$ cat config.mk
export PLATFORM = sky130hd
export DESIGN_NAME = fifo_burst_master
export DESIGN_NICKNAME = d
export VERILOG_FILES = /design/src/rtl/fifo_pkg.sv /design/src/rtl/fifo_master_ns.sv /design/src/rtl/fifo_burst_master.sv
export SDC_FILE = /design/constraint.sdc
export NUM_CORES = 1
export LEC_CHECK = 0
export CORE_AREA = 5 5 90 92
export CTS_CLUSTER_DIAMETER = 150
export DETAILED_ROUTE_END_ITERATION = 16
export DIE_AREA = 0 0 95 97
export PLACE_DENSITY_LB_ADDON = 0.05
export SETUP_SLACK_MARGIN = 0.1
export SLEW_MARGIN = 5
export SYNTH_ARGS = -nofsm -noshare
export SYNTH_HDL_FRONTEND = slang
export SYNTH_SLANG_ARGS = --single-unit
$ cat constraint.sdc
create_clock -name clk -period 4.35 [get_ports clk]
set_input_delay 0.435 -clock clk [delete_from_list [all_inputs] [get_ports clk]]
set_output_delay 0.435 -clock clk [all_outputs]
set_load 0.02 [all_outputs]
$ cat src/rtl/fifo_pkg.sv
// Shared encodings and defaults for the FIFO burst master.
package fifo_pkg;

    localparam int DEF_DATA_WIDTH = 32;
    localparam int DEF_CNT_WIDTH  = 4;
    localparam int DEF_LEN_WIDTH  = 4;
    localparam int DEF_TIMEOUT    = 15;
    localparam int FIFO_DEPTH     = 8;

    localparam logic DIR_WRITE = 1'b0;
    localparam logic DIR_READ  = 1'b1;

    typedef enum logic [3:0] {
        ST_IDLE,
        ST_WR_ISSUE,
        ST_WR_WAIT,
        ST_WAIT_SPACE,
        ST_RD_ISSUE,
        ST_RD_WAIT,
        ST_WAIT_DATA,
        ST_DONE,
        ST_ERROR
    } state_t;

    function automatic logic is_wait_state(input state_t s);
        return (s == ST_WAIT_SPACE) || (s == ST_WAIT_DATA);
    endfunction

endpackage

$ cat src/rtl/fifo_master_ns.sv
// Next-state logic for the burst master: issue/response handshake with bounded waits.
module fifo_master_ns
    import fifo_pkg::*;
#(
    parameter int LEN_WIDTH = DEF_LEN_WIDTH,
    parameter int TMR_WIDTH = 4,
    parameter int TIMEOUT   = DEF_TIMEOUT
) (
    input  state_t               state,
    input  logic                 cmd_accept,
    input  logic                 cmd_dir,
    input  logic                 cmd_len_zero,
    input  logic                 space_avail,
    input  logic                 data_avail,
    input  logic                 wr_ack,
    input  logic                 wr_err,
    input  logic                 rd_ack,
    input  logic                 rd_err,
    input  logic [LEN_WIDTH-1:0] remaining,
    input  logic [TMR_WIDTH-1:0] timer,
    output state_t               next_state
);

    // NOTE: next_state gets a default before the case so no path leaves it unassigned (no latch).
    always_comb begin
        next_state = state;
        unique case (state)
            ST_IDLE: begin
                if (cmd_accept) begin
                    if (cmd_len_zero)            next_state = ST_DONE;
                    else if (cmd_dir == DIR_READ) next_state = ST_RD_ISSUE;
                    else                          next_state = ST_WR_ISSUE;
                end
            end
            ST_WR_ISSUE:   next_state = space_avail ? ST_WR_WAIT : ST_WAIT_SPACE;
            ST_WR_WAIT: begin
                // An error response wins even if ack is also raised.
                if (wr_err || !wr_ack)                   next_state = ST_ERROR;
                else if (remaining == LEN_WIDTH'(1))     next_state = ST_DONE;
                else                                     next_state = ST_WR_ISSUE;
            end
            ST_WAIT_SPACE: begin
                if (space_avail)                         next_state = ST_WR_ISSUE;
                else if (timer == TMR_WIDTH'(TIMEOUT))   next_state = ST_ERROR;
            end
            ST_RD_ISSUE:   next_state = data_avail ? ST_RD_WAIT : ST_WAIT_DATA;
            ST_RD_WAIT: begin
                if (rd_err || !rd_ack)                   next_state = ST_ERROR;
                else if (remaining == LEN_WIDTH'(1))     next_state = ST_DONE;
                else                                     next_state = ST_RD_ISSUE;
            end
            ST_WAIT_DATA: begin
                if (data_avail)                          next_state = ST_RD_ISSUE;
                else if (timer == TMR_WIDTH'(TIMEOUT))   next_state = ST_ERROR;
            end
            ST_DONE, ST_ERROR: next_state = ST_IDLE;
            default:           next_state = ST_IDLE;
        endcase
    end

endmodule

$ cat src/rtl/fifo_burst_master.sv
// Burst initiator for an 8-deep FIFO: turns write-N / read-N commands into single-word
// FIFO accesses, never issuing one the FIFO would reject, and reports done/err/count.
module fifo_burst_master
    import fifo_pkg::*;
#(
    parameter int DATA_WIDTH = DEF_DATA_WIDTH,
    parameter int CNT_WIDTH  = DEF_CNT_WIDTH,
    parameter int LEN_WIDTH  = DEF_LEN_WIDTH,
    parameter int TIMEOUT    = DEF_TIMEOUT
) (
    input  logic                  clk,
    input  logic                  reset,
    input  logic                  cmd_valid,
    output logic                  cmd_ready,
    input  logic                  cmd_dir,
    input  logic [LEN_WIDTH-1:0]  cmd_len,
    input  logic [DATA_WIDTH-1:0] wr_data_in,
    output logic                  wr_data_req,
    output logic [DATA_WIDTH-1:0] rd_data_out,
    output logic                  rd_data_valid,
    output logic                  done,
    output logic                  err,
    output logic [LEN_WIDTH-1:0]  xfer_count,
    output logic                  fifo_wr_en,
    output logic                  fifo_rd_en,
    output logic [DATA_WIDTH-1:0] fifo_din,
    input  logic [DATA_WIDTH-1:0] fifo_dout,
    input  logic [CNT_WIDTH-1:0]  fifo_data_count,
    input  logic                  fifo_full,
    input  logic                  fifo_empty,
    input  logic                  fifo_wr_ack,
    input  logic                  fifo_wr_err,
    input  logic                  fifo_rd_ack,
    input  logic                  fifo_rd_err
);

    localparam int TMR_WIDTH = $clog2(TIMEOUT + 1);

    state_t                 state;
    state_t                 next_state;
    logic [LEN_WIDTH-1:0]   remaining;
    logic [LEN_WIDTH-1:0]   len_q;
    logic [TMR_WIDTH-1:0]   timer;
    logic                   cmd_accept;
    logic                   space_avail;
    logic                   data_avail;
    logic                   wr_ok;
    logic                   rd_ok;

    // Flag and occupancy must both agree before an access is issued.
    assign space_avail = !fifo_full  && (fifo_data_count < CNT_WIDTH'(FIFO_DEPTH));
    assign data_avail  = !fifo_empty && (fifo_data_count != '0);

    assign cmd_ready   = (state == ST_IDLE);
    assign cmd_accept  = cmd_valid && cmd_ready;
    assign fifo_wr_en  = (state == ST_WR_ISSUE) && space_avail;
    assign fifo_rd_en  = (state == ST_RD_ISSUE) && data_avail;
    assign wr_data_req = fifo_wr_en;
    assign fifo_din    = wr_data_in;
    assign done        = (state == ST_DONE) || (state == ST_ERROR);

    assign wr_ok = (state == ST_WR_WAIT) && fifo_wr_ack && !fifo_wr_err;
    assign rd_ok = (state == ST_RD_WAIT) && fifo_rd_ack && !fifo_rd_err;

    fifo_master_ns #(
        .LEN_WIDTH (LEN_WIDTH),
        .TMR_WIDTH (TMR_WIDTH),
        .TIMEOUT   (TIMEOUT)
    ) u_ns (
        .state        (state),
        .cmd_accept   (cmd_accept),
        .cmd_dir      (cmd_dir),
        .cmd_len_zero (cmd_len == '0),
        .space_avail  (space_avail),
        .data_avail   (data_avail),
        .wr_ack       (fifo_wr_ack),
        .wr_err       (fifo_wr_err),
        .rd_ack       (fifo_rd_ack),
        .rd_err       (fifo_rd_err),
        .remaining    (remaining),
        .timer        (timer),
        .next_state   (next_state)
    );

    // NOTE: registers use non-blocking assignments so every flop samples pre-edge values.
    always_ff @(posedge clk or posedge reset) begin
        if (reset) state <= ST_IDLE;
        else       state <= next_state;
    end

    always_ff @(posedge clk or posedge reset) begin
        if (reset) begin
            remaining     <= '0;
            len_q         <= '0;
            timer         <= '0;
            xfer_count    <= '0;
            err           <= 1'b0;
            rd_data_out   <= '0;
            rd_data_valid <= 1'b0;
        end else begin
            rd_data_valid <= 1'b0;
            // Timer counts cycles spent in the upcoming wait state, so it reads 1 on entry.
            timer <= is_wait_state(next_state) ? timer + 1'b1 : '0;
            if (cmd_accept) begin
                remaining  <= cmd_len;
                len_q      <= cmd_len;
                xfer_count <= '0;
                err        <= 1'b0;
            end
            if (wr_ok || rd_ok) begin
                remaining <= remaining - 1'b1;
                if (xfer_count != len_q) xfer_count <= xfer_count + 1'b1;
            end
            if (rd_ok) begin
                rd_data_out   <= fifo_dout;
                rd_data_valid <= 1'b1;
            end
            if (next_state == ST_ERROR && state != ST_ERROR) err <= 1'b1;
        end
    end

endmodule

==> flow_summary_export.csv, run 1 <==
group,metric,value,unit
outcome,run_status,"complete, no violations",
global_route,grt_max_degree,30,
clocking,clkTransAtPathRegs,0.09,ns
clocking,htreeDepth,2,
detailed_routing,wl_met2,3.03,mm
synth,synth.most_common_cell,"dfrtp_1",
setup_path,crit_arrival,2.10,ns
sta,fin_crit_sh,58.3,%
clocking,cts_buffers,5,
clocking,cts_resized,0,
finish,post-route-util,50.9,%
clocking,clk_latency,0.30,ns
finish,nNetsFinal,384,
synth,yosys_warnings,0,
die,rows,31,
die,die_y,97,um
placed_design,dpl-instance-area,0.00353,mm2
setup_path,endpoint_kind,"output pin",
synth,yosys.area_share.adder,1.81,%
detailed_routing,top_layer_used,"met4",
synth,yosys.area_share.simple,11.9,%
synth,synth_xor_area_share,2.81,%
detailed_routing,vias,1938,
detailed_routing,routedWlPerCell,15.4,um
job,maxCapViolations,0,
clocking,cts-root-buf,"clkbuf_8",
sta,timing.slew.headroom,41.1,%
global_route,antenna_found_initial,0,
sta,finClkSkew,0.00583,ns
synth,synth.top_cells.by_area,"dfrtp_1 49%, mux2_2 9.4%, buf_4 9.0%, mux2_1 4.1%, nand2_1 2.4%",
detailed_routing,drcViolationCount,0,
sta,max_freq,0.394,GHz
global_route,grt_pass1_wl,10.2,mm
sta,rsz0062_at_grt,"false",
detailed_routing,wirelength_met1,2.55,mm
global_route,grt-ovfl-total,0,
setup_path,critPathRequiredTime,3.91,ns
synth,ys_ff_latch,54,
synth,synth_edf_count,0,
power,vdd_ir_drop_max,270,uV
synth,synthTopCellsByCount,"54 x dfrtp_1, 33 x buf_4, 23 x mux2_2",
finish,ff_latch_area,0.00135,mm2
synth,synth-compound-area-share,9.14,%
power,leakagePower,1.57,nW
clocking,clkSinkCount,54,
finish,finalNonFillerCells,398,
sta,slew_violations,0,
die,io_pins,157,
sta,timing.setup.tns,0,ns
synth,synthCells,238,
synth,yosysUniqueCellTypes,49,
finish,drive_above_1_share,15.1,%
synth,yosysSeqAreaShare,48.9,%
die,core,0.00714,mm2
die,initial_core_util,38.7,%
setup_path,startpoint_type,"input pin",
sta,final-setup-viol-count,0,
clocking,cts_tree,"done",
detailed_routing,routed_wirelength,6.12,mm
detailed_routing,ant_nets,0,
clocking,post-cts-setup-buffers,0,
sta,hold_violations,0,
die,die_width,95,um
synth,synth_area,0.00276,mm2
synth,synth_top_family_by_area,"multiplexers",
detailed_routing,first_iter_violations,70,
setup_path,crit_fanout,4,
placed_design,place_congestion,0.809,
placed_design,dp_hpwl,4.69,mm
synth,synth_fp_nets,324,
synth,yosysTopAreaCell,"dfrtp_1",
finish,area_growth,31.3,%
clocking,cts_buffer_depth,2,
finish,final_area,0.00363,mm2
global_route,grt_pass1_vias,2038,
setup_path,worst-setup-path-type,"input pin to output pin",
finish,multi_input_area,0.00109,mm2
finish,fill_cells,667,
synth,synth_top_cell_area_share,48.9,%
synth,async_flop_share,100,%
placed_design,io_buffers,92,
synth,ys.flop_type,"dfrtp_1",
die,dieArea,0.00922,mm2
detailed_routing,vias_per_cell,4.87,
detailed_routing,drt_pass1_iterations,4,
sta,worst_pin_slew,0.884,ns
sta,min_period,2.54,ns
synth,muxShareOfSynthArea,13.8,%
synth,syn_area_per_cell,11.6,um2
detailed_routing,route.met3.wl,437,um
clocking,holdBufCountCts,0,
power,powerDensity,592,mW/mm2
placed_design,dpl.cell_count,390,
global_route,grtUsageTotal,13.9,%
finish,diodes,0,
worst_hold_path,hold_path_class,"input pin to asynchronous set/reset pin",
-- cell type report --
cell class / instances / area share, %
timing repair buffer: 95 / 26.0
tap: 99 / 3.41
clock buffer: 6 / 2.28
sequential: 54 / 37.2
clock inverter: 2 / 0.345
multi-input combinational: 135 / 30.0
inverter: 7 / 0.724
-- metrics by stage --
step	setup WS [ns]	power [mW]	hold WS (ns)
6_report	1.81	2.15	0.488
5_1_grt	1.72	2.29	0.510
4_1_cts	1.79	2.18	0.497
3_5_place_dp	1.49	1.88	0.474
3_3_place_gp	1.54	1.88	0.469
2_1_floorplan	2.24	1.47	0.466
-- power by group --
group,total (mW),internal (mW),switching (mW),leakage (nW)
combinational,1.02,0.523,0.502,0.823
clock,0.290,0.128,0.161,0.0472
sequential,0.836,0.694,0.142,0.704
total,2.15,1.35,0.805,1.57
-- worst max-delay path, stage by stage --
cell and delay, ns:
clkdlybuf4s50_1 0.42, or2_1 0.28, nor4_1 0.28, clkdlybuf4s50_1 0.68
-- layer usage --
layer,vias up,GRT usage (%)
met2,59,22.1
li1,918,-
met5,-,0
met4,0,4.55
met1,944,17.3
met3,17,5.35
-- cells by family after synthesis --
group                      count (synthesis)
and+or+nand+nor                           61
DFF                                       54
buffers and inverters                     49
muxes                                     34
AOI/OAI and AO/OA                         28
xor gates and xnor gates                   8
adders and majority gates                  4
-- layout by cell type (no fill, tap or decap), types with 2 or more instances in the layout --
cell and count:
nand2_1 18, o211ai_1 4, xor2_1 6, nor2b_1 2, nand2b_1 5, o21ai_1 3
clkbuf_8 6, buf_4 3, nor4_1 2, and3_1 2, nor4_2 2, and2_1 2
ha_1 4, nor2_1 12, o21ai_0 4, a21oi_1 2, mux2_1 10, mux2_2 23
clkdlybuf4s50_1 92, dfrtp_1 54, nand3_1 8, inv_1 6
-- path summary, 6_finish.rpt --
kind | start | end | slack, ns | cells past startpoint
min reg2reg | err | err | 0.49 | 1
min | reset | rd_data_out[24] | 0.49 | 2
min in group clk | err | err | 0.49 | 1
max | fifo_data_count[3] | fifo_wr_en | 1.81 | 4
max in group asynchronous | reset | state[0] | 3.07 | 3
max reg2reg | state[2] | rd_data_out[9] | 1.92 | 4
-- registers in the layout (all words and copies together) (netlist names) --
| name | flops |
|---|---|
| err | 1 |
| len_q | 4 |
| rd_data_out | 32 |
| rd_data_valid | 1 |
| remaining | 4 |
| state | 4 |
| timer | 4 |
| xfer_count | 4 |
Note: power is estimated with default switching activity, not from simulation.
==> run 2, diff against run 1 <==
--- a/config.mk
+++ b/config.mk
@@ -5,10 +5,10 @@
 export SDC_FILE = /design/constraint.sdc
 export NUM_CORES = 1
 export LEC_CHECK = 0
-export CORE_AREA = 5 5 90 92
+export CORE_AREA = 5 5 95 97
 export CTS_CLUSTER_DIAMETER = 150
 export DETAILED_ROUTE_END_ITERATION = 16
-export DIE_AREA = 0 0 95 97
+export DIE_AREA = 0 0 100 102
 export PLACE_DENSITY_LB_ADDON = 0.05
 export SETUP_SLACK_MARGIN = 0.1
 export SLEW_MARGIN = 5
==> constraint.sdc (replaced) <==
create_clock -name clk -period 2.1 [get_ports clk]
set_input_delay 0.21 -clock clk [delete_from_list [all_inputs] [get_ports clk]]
set_output_delay 0.21 -clock clk [all_outputs]
set_load 0.02 [all_outputs]
==> run 2 against run 1 <==
Against the previous run:
- register-to-register slack got worse by 1.8 ns
- largest power group unchanged
- clock power up 120%
- critical path type is now register to register
- combinational power rose by 120%
- hold slack worse by 0.34 ns
- total power increased by 110%
- critical endpoint is now remaining[3]
- die area is 11% higher
- sequential cell count did not move
- highest routed layer unchanged
==> flow_summary_export.csv, run 2 (synthesis results as in run 1) <==
group,metric,value,unit
outcome,run_status,"complete, no violations",
setup_path,critPathRequiredTime,2.30,ns
sta,slew_violations,0,
finish,layout_commonest_cell,"clkdlybuf4s50_1",
worst_hold_path,hold_path_class,"input pin to asynchronous set/reset pin",
setup_path,worst-setup-path-type,"register to register",
sta,final-setup-viol-count,0,
setup_path,crit_fanout,7,
clocking,cts_buffer_depth,2,
global_route,grt_pass1_vias,2043,
clocking,htreeDepth,2,
finish,top_register,"rd_data_out",
setup_path,endpoint_kind,"register",
global_route,antenna_found_initial,0,
setup_path,crit_arrival,2.14,ns
die,initial_core_util,34.3,%
detailed_routing,drt_pass1_iterations,4,
global_route,grt-ovfl-total,0,
clocking,cts_tree,"done",
placed_design,pre_cts_slack,-0.0413,ns
finish,drive_above_1_share,19.4,%
power,leakagePower,1.66,nW
sta,min_period,1.94,ns
clocking,clkTransAtPathRegs,0.10,ns
finish,nNetsFinal,395,
die,core,0.00805,mm2
setup_path,r2r-start,"state[0]",
global_route,grt_pass1_wl,10.1,mm
sta,timing.setup.tns,0,ns
detailed_routing,routed_wirelength,6.25,mm
clocking,clkSinkCount,54,
detailed_routing,vias_per_cell,4.75,
die,rows,33,
sta,worst_pin_slew,0.832,ns
setup_path,r2r-end,"remaining[3]",
clocking,clk_latency,0.31,ns
power,power.total,4.58,mW
sta,max_freq,0.514,GHz
sta,timing.slew.headroom,43.9,%
die,io_pins,157,
placed_design,io_buffers,92,
die,dieArea,0.0102,mm2
setup_path,crit_path_start,"state[0]",
global_route,grt_max_degree,46,
power,powerDensity,1210,mW/mm2
die,die_y,102,um
setup_path,endpoint,"remaining[3]",
placed_design,dp_hpwl,4.73,mm
sta,fin_crit_sh,92.6,%
clocking,cts_buffers,5,
clocking,cts-root-buf,"clkbuf_8",
finish,diodes,0,
detailed_routing,ant_nets,0,
setup_path,startpoint_type,"register",
detailed_routing,vias,1972,
sta,setup_ws,0.155,ns
detailed_routing,drcViolationCount,0,
setup_path,reg2reg_setup_slack,0.16,ns
sta,finClkSkew,0.00655,ns
finish,largest_reg_flops,32,
finish,fill_cells,761,
finish,area_growth,36.7,%
detailed_routing,first_iter_violations,99,
global_route,grtUsageTotal,12.3,%
detailed_routing,routedWlPerCell,15.1,um
setup_path,worst_r2r_path_depth,4,
finish,final_cell_mix,"87 x clkdlybuf4s50_1, 53 x dfrtp_1, 23 x mux2_2, 18 x nand2_1",
job,maxCapViolations,0,
power,vdd_ir_drop_max,479,uV
placed_design,place_congestion,0.769,
sta,rsz0062_at_grt,"false",
sta,hold_violations,0,
die,die_width,100,um
==> run 2: cell types whose count changed in the layout (fill, tap and decap cells not counted), moves of 2 or more <==
| cell | change |
|---|---|
| buf_12 | +2 |
| buf_4 | +9 |
| dlygate4sd2_1 | +5 |
| clkdlybuf4s50_1 | -5 |
==> run 2: routing by layer <==
metal | wire (um) | up-vias | track usage (%)
li1 | - | 936 | -
met2 | 3050 | 63 | 20.1
met5 | 0 | - | 0
met3 | 463 | 18 | 4.37
met4 | 93 | 0 | 4.04
met1 | 2640 | 955 | 15.3
==> run 2: area by class of cell <==
type | count | area (um2) | share of cell area [%]
Timing Repair Buffer | 106 | 1040 | 27.7
Clock buffer | 6 | 82.6 | 2.19
Inverter | 7 | 26.3 | 0.696
Clock inverter | 2 | 16.3 | 0.431
Multi-Input combinational cell | 135 | 1120 | 29.7
Tap cell | 105 | 131 | 3.48
Sequential cell | 54 | 1350 | 35.8
==> run 2: how the worst min path moves through the flow <==
stage | to | start | cells after the start | slack, ns
after floorplan | len_q[0] | cmd_len[0] | 2 | 0.32
after global placement | fifo_din[13] | wr_data_in[13] | 0 | 0.42
after detailed placement | fifo_din[13] | wr_data_in[13] | 0 | 0.42
after CTS | xfer_count[3] | reset | 2 | 0.14
after global routing | xfer_count[3] | reset | 2 | 0.16
final | xfer_count[3] | reset | 2 | 0.14
==> run 2: power breakdown <==
| part | leakage (nW) | total, mW | internal [mW] | switching, mW |
|---|---|---|---|---|
| sequential | 0.703 | 1.69 | 1.44 | 0.250 |
| clock | 0.0478 | 0.625 | 0.272 | 0.353 |
| combinational | 0.910 | 2.26 | 1.16 | 1.11 |
| total | 1.66 | 4.58 | 2.87 | 1.71 |
==> run 2: critical path, cell delays in order (launching register included) <==
cell and delay [ns]:
dfrtp_2 0.48, or4b_4 0.56, o2bb2ai_4 0.20, mux2_1 0.35, o221a_2 0.25
==> run 2: repair_timing <==
action | 4_1_cts | 5_1_grt
pin swaps | 0 | 4
resized for setup | 5 | 6
hold buffers | 0 | 0
hold endpoints to repair | 0 | 0
endpoints found under the setup margin | 5 | 6
gates cloned | 0 | 0
buffers inserted | 0 | 2
==> run 2: stage by stage <==
stage | instance area [um2] | utilization [%] | hold WS [ns] | instances
global route | 3780 | 46.9 | 0.156 | 415
global placement | 3630 | 45.1 | 0.420 | 405
detailed placement | 3630 | 45.1 | 0.420 | 405
CTS | 3730 | 46.3 | 0.138 | 413
finish | 3780 | 46.9 | 0.144 | 415
floorplan | 2760 | - | 0.315 | 238
